===== config.mk =====
export PLATFORM = sky130hd
export DESIGN_NAME = dmem_arbiter
export DESIGN_NICKNAME = d
export VERILOG_FILES = /design/src/rtl/dmem_arbiter.sv
export SDC_FILE = /design/constraint.sdc
export NUM_CORES = 1
export LEC_CHECK = 0
export CAP_MARGIN = 10
export CORE_AREA = 5 5 115 117
export CTS_BUF_LIST = sky130_fd_sc_hd__clkbuf_4
export CTS_CLUSTER_SIZE = 8
export DETAILED_ROUTE_END_ITERATION = 10
export DIE_AREA = 0 0 120 122
export PLACE_DENSITY = 0.6
export RECOVER_POWER = 25
export SETUP_SLACK_MARGIN = 0.15
export SLEW_MARGIN = 25
export SYNTH_ARGS = -nofsm -noshare
export SYNTH_HDL_FRONTEND = slang
export SYNTH_SLANG_ARGS = --single-unit
export TNS_END_PERCENT = 20

===== constraint.sdc =====
create_clock -name clk -period 4.65 [get_ports clk]
set_input_delay 0.6975 -clock clk [delete_from_list [all_inputs] [get_ports clk]]
set_output_delay 0.6975 -clock clk [all_outputs]
set_load 0.05 [all_outputs]

===== src/rtl/dmem_arbiter.sv =====
`default_nettype none
// +--------------------------------------------------------------------------+
// | Module   : dmem_arbiter                                                  |
// | Purpose  : Two-requester (CPU/DMA) data-memory arbiter with DMA          |
// |            starvation guard and per-requester read/error responses.      |
// | Revision : 1.0  initial release                                          |
// +--------------------------------------------------------------------------+
module dmem_arbiter #(
  parameter int DEPTH    = 128,
  parameter int MAX_WAIT = 4
) (
  input  logic        clk,
  input  logic        rst,
  input  logic        r0_req,
  input  logic        r0_we,
  input  logic [31:0] r0_addr,
  input  logic [31:0] r0_wdata,
  output logic        r0_gnt,
  output logic        r0_rvalid,
  output logic [31:0] r0_rdata,
  output logic        r0_err,
  input  logic        r1_req,
  input  logic        r1_we,
  input  logic [31:0] r1_addr,
  input  logic [31:0] r1_wdata,
  output logic        r1_gnt,
  output logic        r1_rvalid,
  output logic [31:0] r1_rdata,
  output logic        r1_err,
  output logic        mem_en,
  output logic        mem_we,
  output logic [31:0] mem_addr,
  output logic [31:0] mem_wdata,
  input  logic [31:0] mem_rdata
);

  localparam int               WCW        = ($clog2(MAX_WAIT + 1) > 3) ? $clog2(MAX_WAIT + 1) : 3;
  localparam logic [WCW-1:0]   C_MAX_WAIT = WCW'(MAX_WAIT);
  localparam logic [WCW-1:0]   C_ONE      = WCW'(1);
  localparam logic [31:0]      C_DEPTH    = 32'(DEPTH);

  logic [WCW-1:0] r_wait_cnt;
  logic           r_rd0;
  logic           r_err0;
  logic           r_rd1;
  logic           r_err1;

  logic           w_force1;
  logic           w_gnt0;
  logic           w_gnt1;
  logic           w_in0;
  logic           w_in1;

  // DMA is forced through once it has waited MAX_WAIT cycles; grants are
  // blocked entirely while reset is asserted.
  always_comb begin
    w_force1 = r1_req && (r_wait_cnt == C_MAX_WAIT);
    w_gnt1   = !rst && r1_req && (w_force1 || !r0_req);
    w_gnt0   = !rst && r0_req && !w_force1;
    w_in0    = (r0_addr < C_DEPTH);
    w_in1    = (r1_addr < C_DEPTH);
  end

  assign r0_gnt = w_gnt0;
  assign r1_gnt = w_gnt1;

  always_comb begin
    mem_en    = 1'b0;
    mem_we    = 1'b0;
    mem_addr  = '0;
    mem_wdata = '0;
    if (w_gnt0 && w_in0) begin
      mem_en    = 1'b1;
      mem_we    = r0_we;
      mem_addr  = r0_addr;
      mem_wdata = r0_wdata;
    end else if (w_gnt1 && w_in1) begin
      mem_en    = 1'b1;
      mem_we    = r1_we;
      mem_addr  = r1_addr;
      mem_wdata = r1_wdata;
    end
  end

  always_ff @(posedge clk or posedge rst) begin
    if (rst) begin
      r_wait_cnt <= '0;
      r_rd0      <= 1'b0;
      r_err0     <= 1'b0;
      r_rd1      <= 1'b0;
      r_err1     <= 1'b0;
    end else begin
      if (r1_req && !w_gnt1) begin
        if (r_wait_cnt != C_MAX_WAIT) begin
          r_wait_cnt <= r_wait_cnt + C_ONE;
        end
      end else begin
        r_wait_cnt <= '0;
      end
      // One-deep response tracking: read issued and out-of-range status.
      r_rd0  <= w_gnt0 && !r0_we;
      r_err0 <= w_gnt0 && !w_in0;
      r_rd1  <= w_gnt1 && !r1_we;
      r_err1 <= w_gnt1 && !w_in1;
    end
  end

  // Out-of-range reads respond with zero data instead of the memory output.
  assign r0_rvalid = r_rd0;
  assign r0_err    = r_err0;
  assign r0_rdata  = (r_rd0 && !r_err0) ? mem_rdata : '0;
  assign r1_rvalid = r_rd1;
  assign r1_err    = r_err1;
  assign r1_rdata  = (r_rd1 && !r_err1) ? mem_rdata : '0;

endmodule
`default_nettype wire


==> results, run 1 <==
- The run finished with clean final reports.
- Buffers inserted during clock tree synthesis total 3.
- The warning count from the yosys run is 0.
- The number of instances in the synthesized netlist is 288.
- In this run the critical register-to-register path is launched from r_wait_cnt[0].
- The detail route stage leaves a number of antenna-violating nets equal to 0.
- The fill cell instance count of the final layout is 1285.
- STA classifies the critical path endpoint as a primary output.
- The average wire per standard cell is 16.41 um.
- The initial core utilization is 14.26%.
- The data required time at the worst endpoint is 3.95 ns.
- The post-detailed-route via-to-cell ratio is 4.221.
- After routing, the total negative slack on setup checks comes to 0 ns.
- The worst hold path passes through 3 cells.
- Headroom to the max-slew limit came out at 37.14%.
- The die extent in x is 120 um.
- The part of the Yosys area used for sequential elements is 10.02%.
- The core region is 12260 sq um.
- The proportion of register bits with asynchronous set or reset after synthesis is 100.0%.
- The first TritonRoute pass finished after 5 iterations.
- The number of antenna violations at the first check in global routing is 0.
- The min-delay analysis places its worst path in the category flip-flop to flip-flop.
- Along the worst path, the maximum fanout reaches 22.
- The number of antenna diodes in the final layout is 0.
- The delay of the slowest cell on the worst path is 0.75 ns.
- The first global-routing pass estimated 16370 um of wire.
- For the finished layout, the period the worst path requires is 3.709 ns.
- The kind of start point of the critical path is a primary input.
- At the end of the flow the core is filled with cells to 37.93%.
- By area the synthesized netlist is led by and2_1 23%, nand2_1 17%, o22ai_1 15%.
- The number of port buffers is 276.
- The library cell with the highest instance count after synthesis is nand2_1.
- Each instance of the synthesized netlist takes up on average 6.069 sq um.
- The count of vias placed by the detailed router is 2955.
- The deepest level of the CTS H-tree is 1.
- Buffers inserted to repair hold after CTS numbered 0.
- The number of library cell types mapped by synthesis is 24.
- The tree is rooted in a clkbuf_4.
- Pin placement for this block handled 302 I/O pins.
- At the end of the flow, the number of nets in the layout was 719.
- The area share of the largest cell type after synthesis is 23.26%.
- The cell at the slowest stage of the critical path is clkbuf_1.
- The final hold violation count came to 0.
- The synthesized design spends more area on one cell type than any other, namely and2_1.
- The endpoint identified for the worst register-to-register timing path is r0_rvalid.
- Of the cells placed in the final design, the portion with a size suffix greater than 1 is 9.818%.
- The final count of negative-setup-slack endpoints is 0.
- The area occupied by registers is 175.2 sq um.
- The number of sinks handled by clock tree synthesis is 7.
- The total met2 wirelength after detailed routing is 5541 um.
- The worst hold path terminates at r_wait_cnt[2].
- The count of max-cap constraint violations is 0.
- The most instantiated flip-flop cell in the synthesis netlist is dfrtp_1.
- The clock latency of the later-clocked register in the worst-skew pair is 0.24 ns.
- The die is 122 um tall.
- Compared with the post-synthesis result, the final layout area differs by 166.1%.
- Routability-driven placement finished with a final weighted congestion of 0.7382.
- The max-slew violation total from the final report came to 0.
- The row count is 41.
- The TritonCTS clock tree is done.
- The critical path in this run is classified as primary input to primary output.
- For this block, the initial DRC count from the detailed router was 110.
- In this run the power density over the cells is 94.43 nW/um^2.
- The clock-pin slew on the worst setup and hold paths is 0.05 ns.
- For the worst setup path, the data arrival time is 3.01 ns.
- In the final layout, the multi-input gates occupy 1304 sq um.
- The worst voltage drop across the vdd grid is 0.03584 mV.
- The highest metal layer with signal wires is met4.
- The total overflow left after global routing is 0.
- The area of placed instances is 4637 sq um.
- The worst hold margin is 0.6055 ns.
- At the pin with the least slew margin, the transition time is 0.9429 ns.
- The synthesized netlist occupies a cell area of 1748 sq um.
- The source of the worst hold timing path is r_wait_cnt[2].
- The worst register-to-register path has a depth of 7.
- Traced cell by cell, the critical path runs through dlygate4sd3_1 -> a211oi_1 -> clkbuf_1 -> nand2_1 -> o22ai_1 -> buf_12.
- In the global route stage, overall resource usage came out at 14.03%.
- Post-CTS repair changed the size of 0 cells.
- Summed over all layers, the routed wires come to 11490 um.
- The cell area after layout is 4651 sq um.
- The pin count of the biggest net entering global routing is 45.
- Counting along the longest clock path gives a buffer depth of 2.
- The achievable clock frequency is 269.6 MHz.
- The routed wire length on met3 is 1264 um.
- The static power due to leakage is 1.823 nW.
- After detailed routing, the number of remaining DRC violations is 0.
- The post-synthesis register bit count is 7.
- The buffer count from post-CTS setup fixing is 0.
- Sorting the synthesized cells by how often they occur yields 81 x nand2_1, 65 x and2_1, 41 x o22ai_1.
- The floorplan die area is 14640 sq um.
- Setup repair after global routing left no endpoint under its margin.
- The synthesized design contains 0 enable-type register cells.
- The final clock skew is 0.001825 ns.
- In this run the register-to-register setup slack is 2.26 ns.
- For this block, wires on met1 add up to 4581 um.
- After legalization and detailed placement, the total HPWL measured 9888 um.
- The number of global-route vias before repair is 3052.
- The period utilization is 79.77%.
report_power, final:
part	internal (mW)	total, mW	leakage [nW]	switching [mW]
Clock	0.0385	0.0591	0.0184	0.0206
Combinational	0.159	0.313	1.71	0.154
Sequential	0.0641	0.0667	0.0937	0.00255
per-stage QoR:
step	setup WS [ns]	cells	power, mW
floorplan	1.545	312	0.2210
global placement	1.005	696	0.3840
detailed placement	1.120	696	0.3853
CTS	1.111	700	0.4474
global route	0.6881	700	0.4658
finish	0.9406	700	0.4392
state kept, by name, indices dropped and copies added (netlist names):
register / cells
r_wait_cnt: 3
r0_err: 1
r0_rvalid: 1
r1_err: 1
r1_rvalid: 1
worst max-delay path by stage:
stage                     start      endpoint  slack [ns]  depth (start not counted)
after detailed placement    rst   mem_addr[2]        1.12                          7
after global placement      rst   mem_addr[2]        1.01                          7
after global routing        rst        mem_en        0.69                          6
after floorplan             rst   mem_addr[1]        1.55                          6
final                       rst  mem_wdata[9]        0.94                          6
after CTS                   rst   mem_addr[2]        1.11                          7
critical path, delay by kind of cell:
family | cells | cell delay [ns]
compound gates | 2 | 0.62
buf+inv | 3 | 1.54
simple gates | 1 | 0.15
area by class of cell:
cell class / instances / area share (%)
inverter: 6 / 0.4843
sequential: 7 / 3.766
timing repair buffer: 283 / 63.03
clock buffer: 4 / 0.6457
multi-input combinational: 250 / 28.03
tap: 150 / 4.036
metal layers:
metal	vias up	track usage, %
met2	192	24.55
li1	1432	-
met5	-	0
met4	0	2.792
met3	8	4.457
met1	1323	16.94
cells in the final DEF, fill, tap and decap left out:
cell type          n
clkdlybuf4s50_1  216
nand2_1           81
and2_1            64
o22ai_1           41
buf_4             30
conb_1            25
dlygate4sd3_1     18
buf_12            18
nor4_1            10
nor2_1             7
dfrtp_1            7
inv_1              6
nor3_1             4
nor2b_1            4
clkbuf_4           4
and4_1             2
nand4_1            2
ha_1               2
and2_4             1
o211a_1            1
a211oi_1           1
and2_2             1
and2_0             1
a32oi_1            1
o21ai_0            1
a31oi_1            1
clkbuf_1           1
cell families after synthesis:
logic type | share of synthesized area (%)
buf+inv | 19.83
simple gates | 50.97
other cells | 0.2145
compound gates | 17.54
flops | 10.02
fa+ha+maj | 1.431
Power figures use the tool's default switching activity.
==> inputs of run 2 (changes only) <==
--- a/config.mk
+++ b/config.mk
@@ -6,12 +6,12 @@
 export NUM_CORES = 1
 export LEC_CHECK = 0
 export CAP_MARGIN = 10
-export CORE_AREA = 5 5 115 117
+export CORE_AREA = 5 5 113 115
 export CTS_BUF_LIST = sky130_fd_sc_hd__clkbuf_4
 export CTS_CLUSTER_SIZE = 8
 export DETAILED_ROUTE_END_ITERATION = 10
-export DIE_AREA = 0 0 120 122
-export PLACE_DENSITY = 0.6
+export DIE_AREA = 0 0 118 120
+export PLACE_DENSITY = 0.62
 export RECOVER_POWER = 25
 export SETUP_SLACK_MARGIN = 0.15
 export SLEW_MARGIN = 25
==> constraint.sdc (replaced) <==
create_clock -name clk -period 3.45 [get_ports clk]
set_input_delay 0.5175 -clock clk [delete_from_list [all_inputs] [get_ports clk]]
set_output_delay 0.5175 -clock clk [all_outputs]
set_load 0.05 [all_outputs]
==> results, run 2 (synthesized netlist as in run 1, its figures left out) <==
- The largest register by flop count is r_wait_cnt.
- The core area is 11710 sq um (-4.5%).
- The total power divided by cell area is 123.0 nW/um^2 (+30%).
- The routability-driven placement congestion ratio came to 0.8142 (+10%).
- The internal power summed over all cells is 358.3 uW (+37%).
- The global-route wire length before repair is 17330 um (+5.8%).
- The final count of negative-setup-slack endpoints is 0 (unchanged).
- The minimum clock period after layout is 3.130 ns.
- The sum of routed wire length over all layers came to 11670 um (+1.6%).
- The flop-to-flop setup slack is 1.80 ns (-0.46 ns).
- The deepest level of the CTS H-tree is 1 (unchanged).
- The average wire per standard cell is 16.76 um (+2.2%).
- The pin count of the biggest net entering global routing is 45 (unchanged).
- The worst register-to-register path begins at r_wait_cnt[0].
- The count of max-cap constraint violations is 0 (unchanged).
- The worst setup path is captured at a primary output.
- The transition time at the pin with the least slew margin is 0.9659 ns (+0.02305 ns).
- The first-pass detailed-route iteration total is 4 (-1).
- TritonCTS built the clock tree.
- The placed wire-length estimate after detailed placement is 9935 um (+0.48%).
- The most critical setup path has its endpoint at mem_wdata[31].
- The data required time at the worst endpoint was 2.93 ns (-1.02 ns).
- From synthesis to final layout, the design area changed by 182.3%.
- The number of sinks handled by clock tree synthesis was 7 (unchanged).
- The final clock skew was 0.001315 ns (-0.0005103 ns).
- The most frequent standard cell in the layout excluding fill and tap cells is clkdlybuf4s50_1.
- The number of diodes is 0 (unchanged).
- The quantity of gates resized following cts is 0 (unchanged).
- The final hold violation count was 0 (unchanged).
- The flip-flop count of the largest register, all copies and words added is 3 (unchanged).
- The share of power burned in combinational logic is 70.9% (-0.5 points).
- The headroom to the max-slew limit is 35.61% (-1.5 points).
- The total grt overflow came to 0 (unchanged).
- The number of violations reported at the end of detailed-routing iteration 0 is 90 (-18%).
- The I/O pin count is 302 (unchanged).
- The fill cell instance count of the final layout came to 1169 (-9.0%).
- The remaining routing DRC violations was 0 (unchanged).
- The cts-stage hold buffer count is 0 (unchanged).
- The final design utilization is 42.14% (+4.2 points).
- The depth of the worst register-to-register path came to 7 (unchanged).
- After layout, the worst path uses 90.71% of the clock period.
- The register share of total power is 14.8% (-0.4 points).
- The static power due to leakage is 1.884 nW (+3.3%).
- The TritonCTS buffer count is 3 (unchanged).
- The worst voltage drop across the vdd grid is 0.07685 mV (+110%).
- The tightest min-delay check is of the flip-flop to flip-flop type.
- The multi-input gate area in the final layout came to 1316 sq um (+0.96%).
- The number of port buffers is 276 (unchanged).
- The worst-path maximum fanout is 44 (+100%).
- The overall die height came to 120 um (-1.6%).
- The initial core utilization is 14.93% (+0.67 points).
- The clock-pin slew on the worst setup and hold paths is 0.06 ns (about the same).
- The floorplan die area is 14160 sq um (-3.3%).
- The switching share of power is 40.96% (+0.58 points).
- The switching component of the power was 248.6 uW (+40%).
- The global routing usage summed across all routing layers was 15.04% (+1.0 points).
- The clock share of power is 14.3% (+0.9 points).
- The count of vias placed by the detailed router is 2956 (+0.034%).
- The capture instance of the worst register-to-register path is r0_rvalid.
- The worst setup path is launched from a primary input.
- The max-slew violation total from the final report is 0 (unchanged).
- Setup repair after global routing left no endpoint under its margin.
- The number of nets with antenna violations after detailed routing is 0 (unchanged).
- The final total negative setup slack is 0 ns (unchanged).
- The tree is rooted in a clkbuf_4.
- The buffer count from post-CTS setup fixing came to 0 (unchanged).
- The flow ran to the end, and the final reports show no timing, DRC or antenna violations.
- The number of antenna violations at the first check in global routing is 0 (unchanged).
- Timing would allow up to 319.5 MHz.
- The maximum clock path buffer count is 2 (unchanged).
- The origin of the worst setup path is rst.
- The clock latency of the later-clocked register in the worst-skew pair is 0.26 ns (+0.02 ns).
- The number of nets in the final layout is 718 (-0.14%).
- The kind of critical path is primary input to primary output.
- The worst hold margin was 0.6254 ns (+0.01989 ns).
- The share of layout cells above drive strength 1 is 13.84% (+4.0 points).
- The total power after layout is 606.9 uW (+38%).
- In the layout the commonest cells are 207 x clkdlybuf4s50_1, 81 x nand2_1, 53 x and2_1, 45 x buf_12, 41 x o22ai_1.
- The number of global-route vias before repair is 3102 (+1.6%).
- The data arrival time of the critical path is 2.61 ns (-0.40 ns).
- The die extent in x came to 118 um (-1.7%).
- The post-detailed-route via-to-cell ratio is 4.247 (+0.61%).
- The row count is 40 (-2.4%).
- The area occupied by registers was 175.2 sq um (unchanged).
run 2: worst min path at each step:
stage,startpoint,end,slack [ns],cells past startpoint
6_report,r_wait_cnt[1],r_wait_cnt[1],0.63,2
5_1_grt,r_wait_cnt[1],r_wait_cnt[1],0.67,2
4_1_cts,r_wait_cnt[1],r_wait_cnt[1],0.62,2
3_5_place_dp,r_wait_cnt[1],r_wait_cnt[1],0.60,2
3_3_place_gp,r_wait_cnt[2],r_wait_cnt[2],0.57,3
2_1_floorplan,rst,r0_err,0.33,1
run 2: power by group through the flow:
| stage | combinational [mW] | sequential, mW | clock, mW |
|---|---|---|---|
| floorplan | 0.201 | 0.0969 | 0 |
| global placement | 0.430 | 0.0909 | 0 |
| detailed placement | 0.432 | 0.0913 | 0 |
| CTS | 0.435 | 0.0899 | 0.0878 |
| global route | 0.454 | 0.0903 | 0.0924 |
| finish | 0.430 | 0.0901 | 0.0868 |
run 2: final cells by class:
class / count / share of cell area [%]
timing repair buffer: 282 / 64.98
multi-input combinational: 250 / 26.67
tap: 147 / 3.727
sequential: 7 / 3.550
clock buffer: 4 / 0.6085
inverter: 6 / 0.4564
run 2: routing by layer:
metal | vias to the layer above | track usage (%) | wire length, um
met4 | 0 | 1.720 | 53
met5 | - | 0 | 0
met1 | 1327 | 17.32 | 4475
li1 | 1433 | - | -
met3 | 5 | 4.995 | 1137
met2 | 191 | 27.76 | 6000
run 2: stage by stage:
step / area [sq um] / worst slack (ns) / std cells
after global placement: 4908 / 0.4162 / 692
after global routing: 4935 / 0.1797 / 696
after CTS: 4938 / 0.3588 / 696
after detailed placement: 4908 / 0.3570 / 692
after floorplan: 1838 / 0.5984 / 312
final: 4935 / 0.3204 / 696
run 2: worst max-delay path, cell delays in order:
cell,delay [ns]
dlygate4sd3_1,0.63
inv_1,0.29
o211a_1,0.26
buf_12,0.23
nand2_1,0.12
o22ai_1,0.35
buf_12,0.19
